## src/rtl/alu_ctrl_seq.sv

```systemverilog
// alu_ctrl_seq
// -----------------------------------------------------------------------------
// Turns the main-control ALUOp and the RISC-V {funct7,funct3} into the 3-bit
// ALU control code (000 OR, 001 AND, 010 ADD, 011 SUB, 100 MUL). A MUL is
// executed here as an iterative shift-add, BITS_PER_CYCLE multiplier bits per
// cycle, and the pipeline is stalled until the product is ready.
//
// Ports:
//   clk_i       clock, all state changes on the rising edge
//   rst_i       synchronous, active-low reset
//   valid_i     instruction in decode is valid
//   ALUOp_i     operation class from main control
//   funct_i     {funct7[6:0], funct3[2:0]}
//   data1_i     rs1 operand (multiplicand)
//   data2_i     rs2 operand (multiplier)
//   ALUCtrl_o   ALU control code
//   stall_o     hold PC and IF/ID while a multiply is in progress
//   product_o   low 32 bits of data1_i*data2_i, held until the next multiply
//   mul_done_o  one-cycle pulse, product_o valid for writeback
//
// Build option:
//   MUL_EARLY_OUT_EN  when defined, RUN ends as soon as the remaining multiplier
//                     is zero instead of always running 32/BITS_PER_CYCLE steps.
// -----------------------------------------------------------------------------
module alu_ctrl_seq #(
  parameter int BITS_PER_CYCLE = 1  // legal values: 1, 2, 4
) (
  input  logic        clk_i,
  input  logic        rst_i,
  input  logic        valid_i,
  input  logic [1:0]  ALUOp_i,
  input  logic [9:0]  funct_i,
  input  logic [31:0] data1_i,
  input  logic [31:0] data2_i,
  output logic [2:0]  ALUCtrl_o,
  output logic        stall_o,
  output logic [31:0] product_o,
  output logic        mul_done_o
);

  localparam int         N          = 32 / BITS_PER_CYCLE;
  localparam logic [4:0] LAST_CNT   = 5'(N - 1);
  localparam logic [3:0] DIGIT_MASK = 4'((1 << BITS_PER_CYCLE) - 1);

  localparam logic [2:0] CTRL_OR  = 3'b000;
  localparam logic [2:0] CTRL_AND = 3'b001;
  localparam logic [2:0] CTRL_ADD = 3'b010;
  localparam logic [2:0] CTRL_SUB = 3'b011;
  localparam logic [2:0] CTRL_MUL = 3'b100;

  typedef enum logic [1:0] {
    S_IDLE = 2'b00,
    S_RUN  = 2'b01,
    S_DONE = 2'b10
  } state_t;

  state_t      r_state;
  state_t      w_next_state;
  logic [31:0] r_mcand;
  logic [31:0] r_mplier;
  logic [31:0] r_acc;
  logic [4:0]  r_count;
  logic [31:0] r_product;

  logic [2:0]  w_decode;
  logic [3:0]  w_digit;
  logic [31:0] w_acc_next;
  logic [31:0] w_mplier_next;
  logic        w_last_step;
  logic        w_start;

  // ALUOp / funct decode into the ALU control code.
  function automatic logic [2:0] decode_ctrl(input logic [1:0] aluop, input logic [9:0] funct);
    logic [2:0] ctrl;
    ctrl = CTRL_ADD;
    case (aluop)
      2'b00: ctrl = CTRL_ADD;
      2'b01: ctrl = CTRL_SUB;
      2'b11: ctrl = CTRL_ADD;
      2'b10: begin
        case (funct)
          10'b0000000_110: ctrl = CTRL_OR;
          10'b0000000_111: ctrl = CTRL_AND;
          10'b0000000_000: ctrl = CTRL_ADD;
          10'b0100000_000: ctrl = CTRL_SUB;
          10'b0000001_000: ctrl = CTRL_MUL;
          default:         ctrl = CTRL_ADD;
        endcase
      end
      default: ctrl = CTRL_ADD;
    endcase
    return ctrl;
  endfunction

  // digit * mcand as a small shift-add; digit bits above BITS_PER_CYCLE are masked to zero.
  function automatic logic [31:0] partial_product(input logic [31:0] mcand, input logic [3:0] digit);
    logic [31:0] sum;
    sum = 32'd0;
    for (int i = 0; i < 4; i++) begin
      if (digit[i]) begin
        sum = sum + (mcand << i);
      end else begin
        sum = sum;
      end
    end
    return sum;
  endfunction

  assign w_decode      = decode_ctrl(ALUOp_i, funct_i);
  assign w_digit       = r_mplier[3:0] & DIGIT_MASK;
  assign w_acc_next    = r_acc + partial_product(r_mcand, w_digit);
  assign w_mplier_next = r_mplier >> BITS_PER_CYCLE;
  assign w_start       = valid_i && (w_decode == CTRL_MUL);
  assign product_o     = r_product;

`ifdef MUL_EARLY_OUT_EN
  // Remaining multiplier bits all zero: further steps would add nothing.
  assign w_last_step = (r_count == LAST_CNT) || (w_mplier_next == 32'd0);
`else
  assign w_last_step = (r_count == LAST_CNT);
`endif

  // Next-state and output decode; reset forces the quiet ADD/no-stall view.
  always_comb begin
    w_next_state = r_state;
    ALUCtrl_o    = CTRL_ADD;
    stall_o      = 1'b0;
    mul_done_o   = 1'b0;
    if (!rst_i) begin
      w_next_state = S_IDLE;
    end else begin
      case (r_state)
        S_IDLE: begin
          ALUCtrl_o = w_decode;
          if (w_start) begin
            // Stall in the same cycle so the MUL stays in decode.
            stall_o      = 1'b1;
            w_next_state = S_RUN;
          end else begin
            w_next_state = S_IDLE;
          end
        end
        S_RUN: begin
          ALUCtrl_o = CTRL_MUL;
          stall_o   = 1'b1;
          if (w_last_step) begin
            w_next_state = S_DONE;
          end else begin
            w_next_state = S_RUN;
          end
        end
        S_DONE: begin
          // Stall drops here, so the stalled MUL leaves decode without restarting.
          ALUCtrl_o    = CTRL_MUL;
          mul_done_o   = 1'b1;
          w_next_state = S_IDLE;
        end
        default: begin
          w_next_state = S_IDLE;
        end
      endcase
    end
  end

  // State register and shift-add datapath.
  always_ff @(posedge clk_i) begin
    if (!rst_i) begin
      r_state   <= S_IDLE;
      r_mcand   <= 32'd0;
      r_mplier  <= 32'd0;
      r_acc     <= 32'd0;
      r_count   <= 5'd0;
      r_product <= 32'd0;
    end else begin
      r_state <= w_next_state;
      case (r_state)
        S_IDLE: begin
          if (w_start) begin
            r_mcand  <= data1_i;
            r_mplier <= data2_i;
            r_acc    <= 32'd0;
            r_count  <= 5'd0;
          end
        end
        S_RUN: begin
          r_acc    <= w_acc_next;
          r_mcand  <= r_mcand << BITS_PER_CYCLE;
          r_mplier <= w_mplier_next;
          r_count  <= r_count + 5'd1;
          // Capture on the final step so product_o is valid throughout DONE.
          if (w_last_step) begin
            r_product <= w_acc_next;
          end
        end
        default: begin
          r_acc <= r_acc;
        end
      endcase
    end
  end

endmodule

```

## config.mk

```make
export PLATFORM = sky130hd
export DESIGN_NAME = alu_ctrl_seq
export DESIGN_NICKNAME = d
export VERILOG_FILES = /design/src/rtl/alu_ctrl_seq.sv
export SDC_FILE = /design/constraint.sdc
export NUM_CORES = 1
export LEC_CHECK = 0
export CORE_MARGIN = 5
export CORE_UTILIZATION = 61
export CTS_BUF_LIST = sky130_fd_sc_hd__clkbuf_2 sky130_fd_sc_hd__clkbuf_4 sky130_fd_sc_hd__clkbuf_8
export DETAILED_ROUTE_END_ITERATION = 16
export GPL_ROUTABILITY_DRIVEN = 0
export PLACE_DENSITY_LB_ADDON = 0.05
export SLEW_MARGIN = 20
export SYNTH_ARGS = -nofsm -noshare
export SYNTH_HDL_FRONTEND = slang
export SYNTH_SLANG_ARGS = --single-unit
```

## constraint.sdc

```tcl
create_clock -name clk_i -period 7.2 [get_ports clk_i]
set_input_delay 0.72 -clock clk_i [delete_from_list [all_inputs] [get_ports clk_i]]
set_output_delay 0.72 -clock clk_i [all_outputs]
set_load 0.02 [all_outputs]
```

Word-level counts from Yosys, hierarchy flattened. Index checks and enable logic that the tools add are counted.

Register bits: 135. Memory bits (writable): 0. Memories kept: 0. Latch bits: 0. ROM bits: 0. Input port bits: 79. Output and inout port bits: 37.

Reduce and logical (&&, ||, !) cells: 8. Bitwise gates (word level): 0. Equal/unequal tests: 12. Shifts and indexed selects: 0. Multipliers: 0. Add/subtract/negate cells: 2. Magnitude comparators: 0. Div/mod/pow operators: 0. Muxes and demuxes: 21.

Operators with widths (count): 32-bit case mux with 2 select lines (3); 32-bit two-way mux (4); 32-bit adder (1); 10-bit by 3-bit equality test with 1-bit output, second input constant (2); 3-bit case mux with 4 select lines (1); 10-bit by 4-bit equality test with 1-bit output, second input constant (1); 10-bit by 9-bit equality test with 1-bit output, second input constant (1); 5-bit case mux with 2 select lines (1); 3-bit case mux with 3 select lines (1); 2-bit equality test, second input constant (3); 3-bit case mux with 2 select lines (1); 5-bit by 1-bit adder with 5-bit output, second input constant (1); 5-bit equality test, second input constant (1); 1-bit two-way mux (5); 5-bit two-way mux (1); 2-bit by 1-bit equality test with 1-bit output, second input constant (2); 2-bit zero test (2); 2-bit case mux with 2 select lines (1); 2-bit AND reduction (2); 2-bit OR reduction (2); 3-bit equality test, second input constant (1); 3-bit two-way mux (1); 2-bit two-way mux (1); 2-bit inequality test, second input constant (1); 3 further kinds (3).

Depth between registers and ports, before layout. Gate-level depths: netlist of the first run.

Word-level depth: 8. Mapped depth: 11. Gate-level depth less buffers: 11.

Worst setup path after synthesis of the first run. OpenSTA, ideal clock, no wires.

Path kind: input to output. From: input port ALUOp_i[0]. To: output port stall_o. Data arrival time: 2393 ps. Setup slack: 4087 ps. Stages: 6. Required time: 6480 ps. Cell sequence: inv_1 ha_1 nor4b_1 and4b_2 nand3_2 a21boi_0.

Longest elaborated chain between the ends: 8. Elaborated cells on any way between the ends: 11. Classes of those cells: eq/ne (4); mux (4); reduce/logical (3).

Ends and longest elaborated chain: start: declaration (line 31) `input logic [1:0] ALUOp_i,`; 2-bit equality test / 2-bit zero test (equally long branches) (line 76) `case (aluop)`; 2-bit OR reduction (no source line); 3-bit case mux with 3 select lines * (line 76); 3-bit equality test * (line 113) `assign w_start = valid_i && (w_decode == CTRL_MUL);`; 1-bit logical AND * (line 113); 1-bit two-way mux * (line 135) `if (w_start) begin`; 1-bit case mux with 2 select lines * (line 132) `case (r_state)`; 1-bit two-way mux * (line 129) `if (!rst_i) begin`; end: declaration (line 36) `output logic stall_o,`.

Every way passes the cells marked *; elsewhere a longest branch is shown, timed or not.

Final worst setup path of the first run.
From: input port ALUOp_i[1]. To: output port stall_o.

Same word-level chain as after synthesis.

==> metrics.md, run 1 <==
| Metric | Value |
|---|---|
| Top post-synthesis cells by area | dfxtp_1 (35%), mux2i_1 (6.6%), nand2_1 (6.3%) |
| Max_slew headroom | around 37% |
| Multi-input gate area | 0.00476 mm^2 |
| Seq/Total Area, Yosys | 34.5% |
| # clock sinks | 135 |
| CTS tree | done |
| Leakage | 4.00 nW |
| Worst path depth | 7 |
| Crit path capture type | primary output |
| Synth top area share | 34.5% |
| Fin area | 0.00935 mm^2 |
| Total global routing overflow | 0 |
| Worst R2R End | r_acc[30] |
| Proportion of layout cells with a drive suffix above 1 | 5.77% |
| Pins Over Slew Limit | 0 |
| Mux cell area share after synthesis | 6.79% |
| Arr. time, crit path | 3.29 ns |
| Clock Latency Late Sink | about 0.48 ns |
| Synth area leader | dfxtp_1 |
| R2R Path Start | r_mplier[0] |
| Setup_tns | 0 ns |
| Synth Area in Compound Gates | 23.9% |
| Nets@finish | around 1,100 |
| Most frequent cell on the critical path | clkdlybuf4s50_1 |
| Syn nets | 1,040 |
| Max Clk Rate | 0.249 GHz |
| FILL cells | 980 |
| Detailed placer's ending HPWL | around 15,000 um |
| Row count | 41 |
| Dominant synthesized flop cell | dfxtp_1 |
| Crit path max fanout | 5 |
| Die ar. | 0.0152 mm^2 |
| Routed len/inst | 17.1 um |
| DP Area | around 0.009 mm^2 |
| Clock Path Buffers | 2 |
| Antenna diode count | 0 |
| Worst R2R Path Depth | 11 |
| Root buf cell | clkbuf_8 |
| Final WS setup | 3.19 ns |
| Final setup fails | 0 |
| Post-cts resize count | 0 |
| Width of the chip | 123 um |
| Max stage delay on crit path | 0.66 ns |
| Largest net degree at the start of global routing | 74 |
| Mapped cell area | 0.00783 mm^2 |
| CTS HTree Levels | 4 |
| Initial antenna violation count | 0 |
| First-pass GRT wire length | 33,100 um |
| Synth Area in XOR/XNOR | 3.13% |
| Number of global-route vias before repair | 6,817 |
| FF+latch area | 0.00270 mm^2 |
| PwrDens | approximately 160 mW/mm^2 |
| Post-route DRC | 0 |
| Die H | 123 um |
| Final Hold Viols | 0 |
| Post-place setup slack | 2.90 ns |
| RSZ-0062 raised after global routing | no |
| Tcrit/Tclk final | 55.7% |
| IO Pins | 116 |
| Startpoint Class | input pin |
| Peak VDD IR | 123 uV |
| CP Launch Point | ALUOp_i[1] |
| Routed WL | roughly 20,000 um |
| Initial Util | 62.0% |
| Most frequent cells in the layout | dfxtp_1 (135), nand2_1 (132), clkdlybuf4s50_1 (114), o21ai_0 (57), nor2_1 (56) |
| Worst-path clk slew | ~0.080 ns |
| # Max-Cap Violations | 0 |
| Port Buffers | 115 |
| CTS Buf Count | 17 |
| Mapped Cells | 921 |
| Post-synthesis async set-or-reset flop share | 0% |
| Status | finished clean |
| Worst Skew | about 0.016 ns |
| 1st-iter DRT viols | 484 |
| Postcts setup bufs | 0 |
| Synth Area in Adders | under 10% |
| Commonest non-fill, non-tap cell in the layout | dfxtp_1 |
| Main combinational cell family by area after synthesis | compound AO/OA/AOI/OAI gates |
| Type of the worst min-delay path | reg -> reg |
| Simple-gate share of the synthesized area | 20.3% |
| Distinct cells, synth | 68 |
| Total of warnings raised by yosys | 0 |
| Area growth, synth to finish | 19.4% |
| CP bufs+invs | 2 |
| Worst slew pin tran | about 0.95 ns |
| Worst reg-to-reg setup slack | 3.74 ns |
| Worst endpoint required time | between 6 and 7 ns |
| #FFs+latches synth | 135 |
| Crit path cell chain | clkdlybuf4s50_1, ha_1, nor4b_1, and4b_2, nand3_2, a21boi_0, clkdlybuf4s50_1 |
| Post-DR vias/cell | 6.04 |
| Hold buffers post-CTS | 0 |
| Antenna Nets Post-Route | 0 |
| CP delay by family, top | buffers and inverters |
| Avg Cell Area, Syn | 8.50 um^2 |
| Routed via count | between 7,000 and 8,000 |
| Placeable core area | 0.0126 mm^2 |
| EDFF count, synth | 0 |
| Slowest-stage cell, CP | clkdlybuf4s50_1 |
| Minimum clock period | between 4 and 5 ns |
| Critical path class | in -> out |
| Gr usage total | a little over a quarter |
| DRT Pass-1 Iters | 5 |
| CP endpoint | stall_o |
==> cells in the mapped netlist, drive strengths merged (5+ instances only) <==
cell and instances:
dfxtp 135, and2 48, o22ai 6, a31oi 5, o21bai 5, nand3 30, nand2 132, ha 39
a22o 8, xor2 9, nor2b 6, xnor2 19, and3 9, mux2i 52, o221ai 15, o211a 49
o21a 6, nand4 15, nor3 13, inv 16, o211ai 5, nor2 56, buf 25, o21ai 62
a21boi 18, a21oi 40, clkbuf 42
==> final cells by class <==
| cell class | count | share of cell area (%) |
|---|---|---|
| clock buffer | 20 | 2.88 |
| multi-input combinational | 703 | 50.9 |
| sequential | 135 | 28.9 |
| clock inverter | 12 | 1.62 |
| inverter | 16 | 0.643 |
| tap | 172 | 2.30 |
| timing repair buffer | 120 | 12.7 |
==> worst reg2reg max path, cell delays in order (launching register included) <==
cell and delay [ns]:
dfxtp_1 0.90, and2_1 0.25, ha_1 0.16, inv_1 0.05, fa_1 0.40, nor2b_1 0.19
o31ai_1 0.13, a21bo_2 0.23, a21oi_1 0.44, a2bb2oi_1 0.18, xnor2_1 0.19, a22o_1 0.24
==> metal layers <==
layer  vias up  routed length (um)  global-route usage [%]
met1      3341                8870                    36.2
met5         -                   0                       0
met4         0                 307                    8.24
li1       3465                   -                       -
met2       273                9150                    43.4
met3        39                1790                    7.87
==> stage by stage <==
stage / util [%] / total power, W / instances / hold WS (ns)
after floorplan: - / 0.000790 / 921 / 0.432
after global placement: 70.7 / 0.000839 / 1146 / 0.436
after detailed placement: 70.7 / 0.000842 / 1146 / 0.443
after CTS: 74.1 / 0.00150 / 1178 / 0.454
after global routing: 74.1 / 0.00154 / 1178 / 0.473
final: 74.1 / 0.00150 / 1178 / 0.448
==> kinds of logic after synthesis <==
logic type	count (synthesis)
buffers and inverters	83
adder cells (fa/ha/maj)	40
multiplexers	53
AO/OA/AOI/OAI	253
AND/OR/NAND/NOR	329
XOR/XNOR	28
flip-flops	135
==> worst min-delay path by stage <==
stage	from	to	cells after the start
final	product_o[22]	product_o[22]	2
after global routing	product_o[22]	product_o[22]	2
after CTS	product_o[22]	product_o[22]	2
after detailed placement	product_o[22]	product_o[22]	2
after global placement	product_o[25]	product_o[25]	2
after floorplan	r_acc[10]	r_acc[10]	2
==> where the power goes <==
| group | total [W] | switching [W] | internal (W) | leakage, nW |
|---|---|---|---|---|
| Sequential | 0.000746 | 0.0000000195 | 0.000746 | 1.09 |
| Clock | 0.000673 | 0.000310 | 0.000363 | 0.212 |
| Combinational | 0.0000785 | 0.0000306 | 0.0000479 | 2.70 |
==> flip-flops by register name (all words and copies together), names as in the netlist <==
name / flops
r_state: 2
r_mplier: 32
r_count: 5
r_acc: 32
r_mcand: 32
product_o: 32
Power figures use the tool's default switching activity.
==> run 2: changes to the inputs <==
--- a/config.mk
+++ b/config.mk
@@ -6,7 +6,7 @@
 export NUM_CORES = 1
 export LEC_CHECK = 0
 export CORE_MARGIN = 5
-export CORE_UTILIZATION = 61
+export CORE_UTILIZATION = 57
 export CTS_BUF_LIST = sky130_fd_sc_hd__clkbuf_2 sky130_fd_sc_hd__clkbuf_4 sky130_fd_sc_hd__clkbuf_8
 export DETAILED_ROUTE_END_ITERATION = 16
 export GPL_ROUTABILITY_DRIVEN = 0
==> constraint.sdc (replaced) <==
create_clock -name clk_i -period 3.8 [get_ports clk_i]
set_input_delay 0.38 -clock clk_i [delete_from_list [all_inputs] [get_ports clk_i]]
set_output_delay 0.38 -clock clk_i [all_outputs]
set_load 0.02 [all_outputs]
==> metrics.md, run 2 (synthesis gave the netlist of run 1 again) <==
| Metric | Value |
|---|---|
| Critical path class | in -> out |
| Peak VDD IR | 254 uV |
| Post-cts resize count | 0 |
| Setup_tns | 0 ns |
| FILL cells | 1,129 |
| Post-place setup slack | 0.474 ns |
| Gr usage total | 23.7% |
| Die ar. | 0.0162 mm^2 |
| Worst slew pin tran | 0.952 ns |
| Proportion of layout cells with a drive suffix above 1 | approximately 6.2% |
| Worst-path clk slew | ~0.08 ns |
| Tcrit/Tclk final | 86.8% |
| RSZ-0062 raised after global routing | no |
| Internal | 0.00197 W |
| Routed len/inst | 16.0 um |
| Max stage delay on crit path | about 0.65 ns |
| Max_slew headroom | 36.5% |
| Worst R2R Path Depth | 9 |
| Arr. time, crit path | 2.92 ns |
| Core Util, Final | a little over two thirds |
| Crit path cell chain | clkdlybuf4s50_1, inv_1, ha_1, nor4b_1, and4b_2, nand3_2, a21boi_0, clkdlybuf4s50_1 |
| Port Buffers | 115 |
| DP Area | roughly 0.009 mm^2 |
| Antenna diode count | 0 |
| CTS Buf Count | 17 |
| Width of the chip | 127 um |
| Worst endpoint required time | 3.42 ns |
| FF+latch area | around 0.0027 mm^2 |
| Worst Skew | between 0.015 and 0.02 ns |
| Final WS setup | ~0.50 ns |
| CP delay by family, top | buffers and inverters |
| Routed WL | approximately 19,000 um |
| Crit path max fanout | 5 |
| Antenna Nets Post-Route | 0 |
| Root buf cell | clkbuf_8 |
| CTS tree | done |
| Leakage | 3.99 nW |
| 1st-iter DRT viols | 519 |
| Clock Latency Late Sink | 0.46 ns |
| First-pass GRT wire length | 31,600 um |
| Most frequent cell on the critical path | clkdlybuf4s50_1 |
| Initial antenna violation count | 0 |
| PwrDens | about 280 mW/mm^2 |
| DRT Pass-1 Iters | 5 |
| Comb power frac | between 5 and 6% |
| Final Hold Viols | 0 |
| Largest net degree at the start of global routing | 115 |
| Commonest non-fill, non-tap cell in the layout | dfxtp_1 |
| Placeable core area | between 0.01 and 0.015 mm^2 |
| Multi-input gate area | between 0.004 and 0.005 mm^2 |
| Most frequent cells in the layout | dfxtp_1 (135), nand2_1 (132), clkdlybuf4s50_1 (114), o21ai_0 (57), nor2_1 (56) |
| Post-DR vias/cell | between 5 and 6 |
| Routed via count | 6,949 |
| Detailed placer's ending HPWL | 14,000 um |
| Die H | roughly 130 um |
| Status | finished clean |
| Clock Path Buffers | 2 |
| Sw Ratio | 24.2% |
| Post-route DRC | 0 |
| Worst path depth | 8 |
| Crit path capture type | primary output |
| Max Clk Rate | 0.303 GHz |
| Row count | 42 |
| Reg power frac | 54.4% |
| Final setup fails | 0 |
| Postcts setup bufs | 0 |
| Number of global-route vias before repair | 6,546 |
| Hold buffers post-CTS | 0 |
| Nets@finish | 1,118 |
| Area growth, synth to finish | 19.1% |
| Switching power | 0.000629 W |
| Hold path depth | 3 |
| Slowest-stage cell, CP | clkdlybuf4s50_1 |
| Initial Util | between 50% and 60% |
| # Max-Cap Violations | 0 |
| # clock sinks | roughly 140 |
| Minimum clock period | 3.30 ns |
| Startpoint Class | input pin |
| Power share of the clock group | approximately two fifths |
| CTS HTree Levels | 4 |
| Fin area | a little over 0.009 mm^2 |
| Pins Over Slew Limit | 0 |
| Type of the worst min-delay path | in -> reg |
| Total global routing overflow | 0 |
| CP bufs+invs | 3 |
| IO Pins | 116 |
[run 2: per-stage QoR]
step | hold WS, ns | instances | power (W)
4_1_cts | 0.382 | 1187 | 0.00262
2_1_floorplan | 0.432 | 921 | 0.00150
6_report | 0.427 | 1187 | 0.00260
3_5_place_dp | 0.443 | 1156 | 0.00159
3_3_place_gp | 0.437 | 1156 | 0.00159
5_1_grt | 0.424 | 1187 | 0.00270
[run 2: power by group through the flow]
| stage | clock network, W | registers, W | logic (W) |
|---|---|---|---|
| after detailed placement | 0 | 0.00145 | 0.000146 |
| after global placement | 0 | 0.00145 | 0.000145 |
| final | 0.00104 | 0.00141 | 0.000147 |
| after floorplan | 0 | 0.00145 | 0.0000505 |
| after global routing | 0.00112 | 0.00141 | 0.000158 |
| after CTS | 0.00106 | 0.00141 | 0.000147 |
[run 2: path summary, 6_finish.rpt]
kind            startpoint       endpoint  slack [ns]
max             ALUOp_i[0]        stall_o        0.50
min reg2reg  product_o[25]  product_o[25]        0.46
max reg2reg    r_mplier[0]  product_o[31]        0.71
min                  rst_i    r_mplier[7]        0.43
[run 2: area by class of cell]
| class | count | area share (%) |
|---|---|---|
| multi-input combinational | 703 | 51.1 |
| inverter | 16 | 0.644 |
| timing repair buffer | 126 | 13.3 |
| clock inverter | 12 | 0.886 |
| tap | 176 | 2.36 |
| sequential | 135 | 29.0 |
| clock buffer | 19 | 2.74 |
[run 2: worst min-delay path, stage by stage]
cell and delay (ns):
buf_4 0.26, o221ai_2 0.11, nor2_1 0.05
[run 2: layer usage]
| layer | GRT usage (%) | routed length, um | part of all wire, % | vias to the layer above |
|---|---|---|---|---|
| met4 | 6.06 | 195 | 1.0 | 0 |
| met5 | 0 | 0 | 0 | - |
| li1 | - | - | - | 3483 |
| met3 | 6.68 | 1610 | 8.4 | 20 |
| met1 | 33.3 | 9160 | 48 | 3228 |
| met2 | 36.0 | 8080 | 42 | 218 |
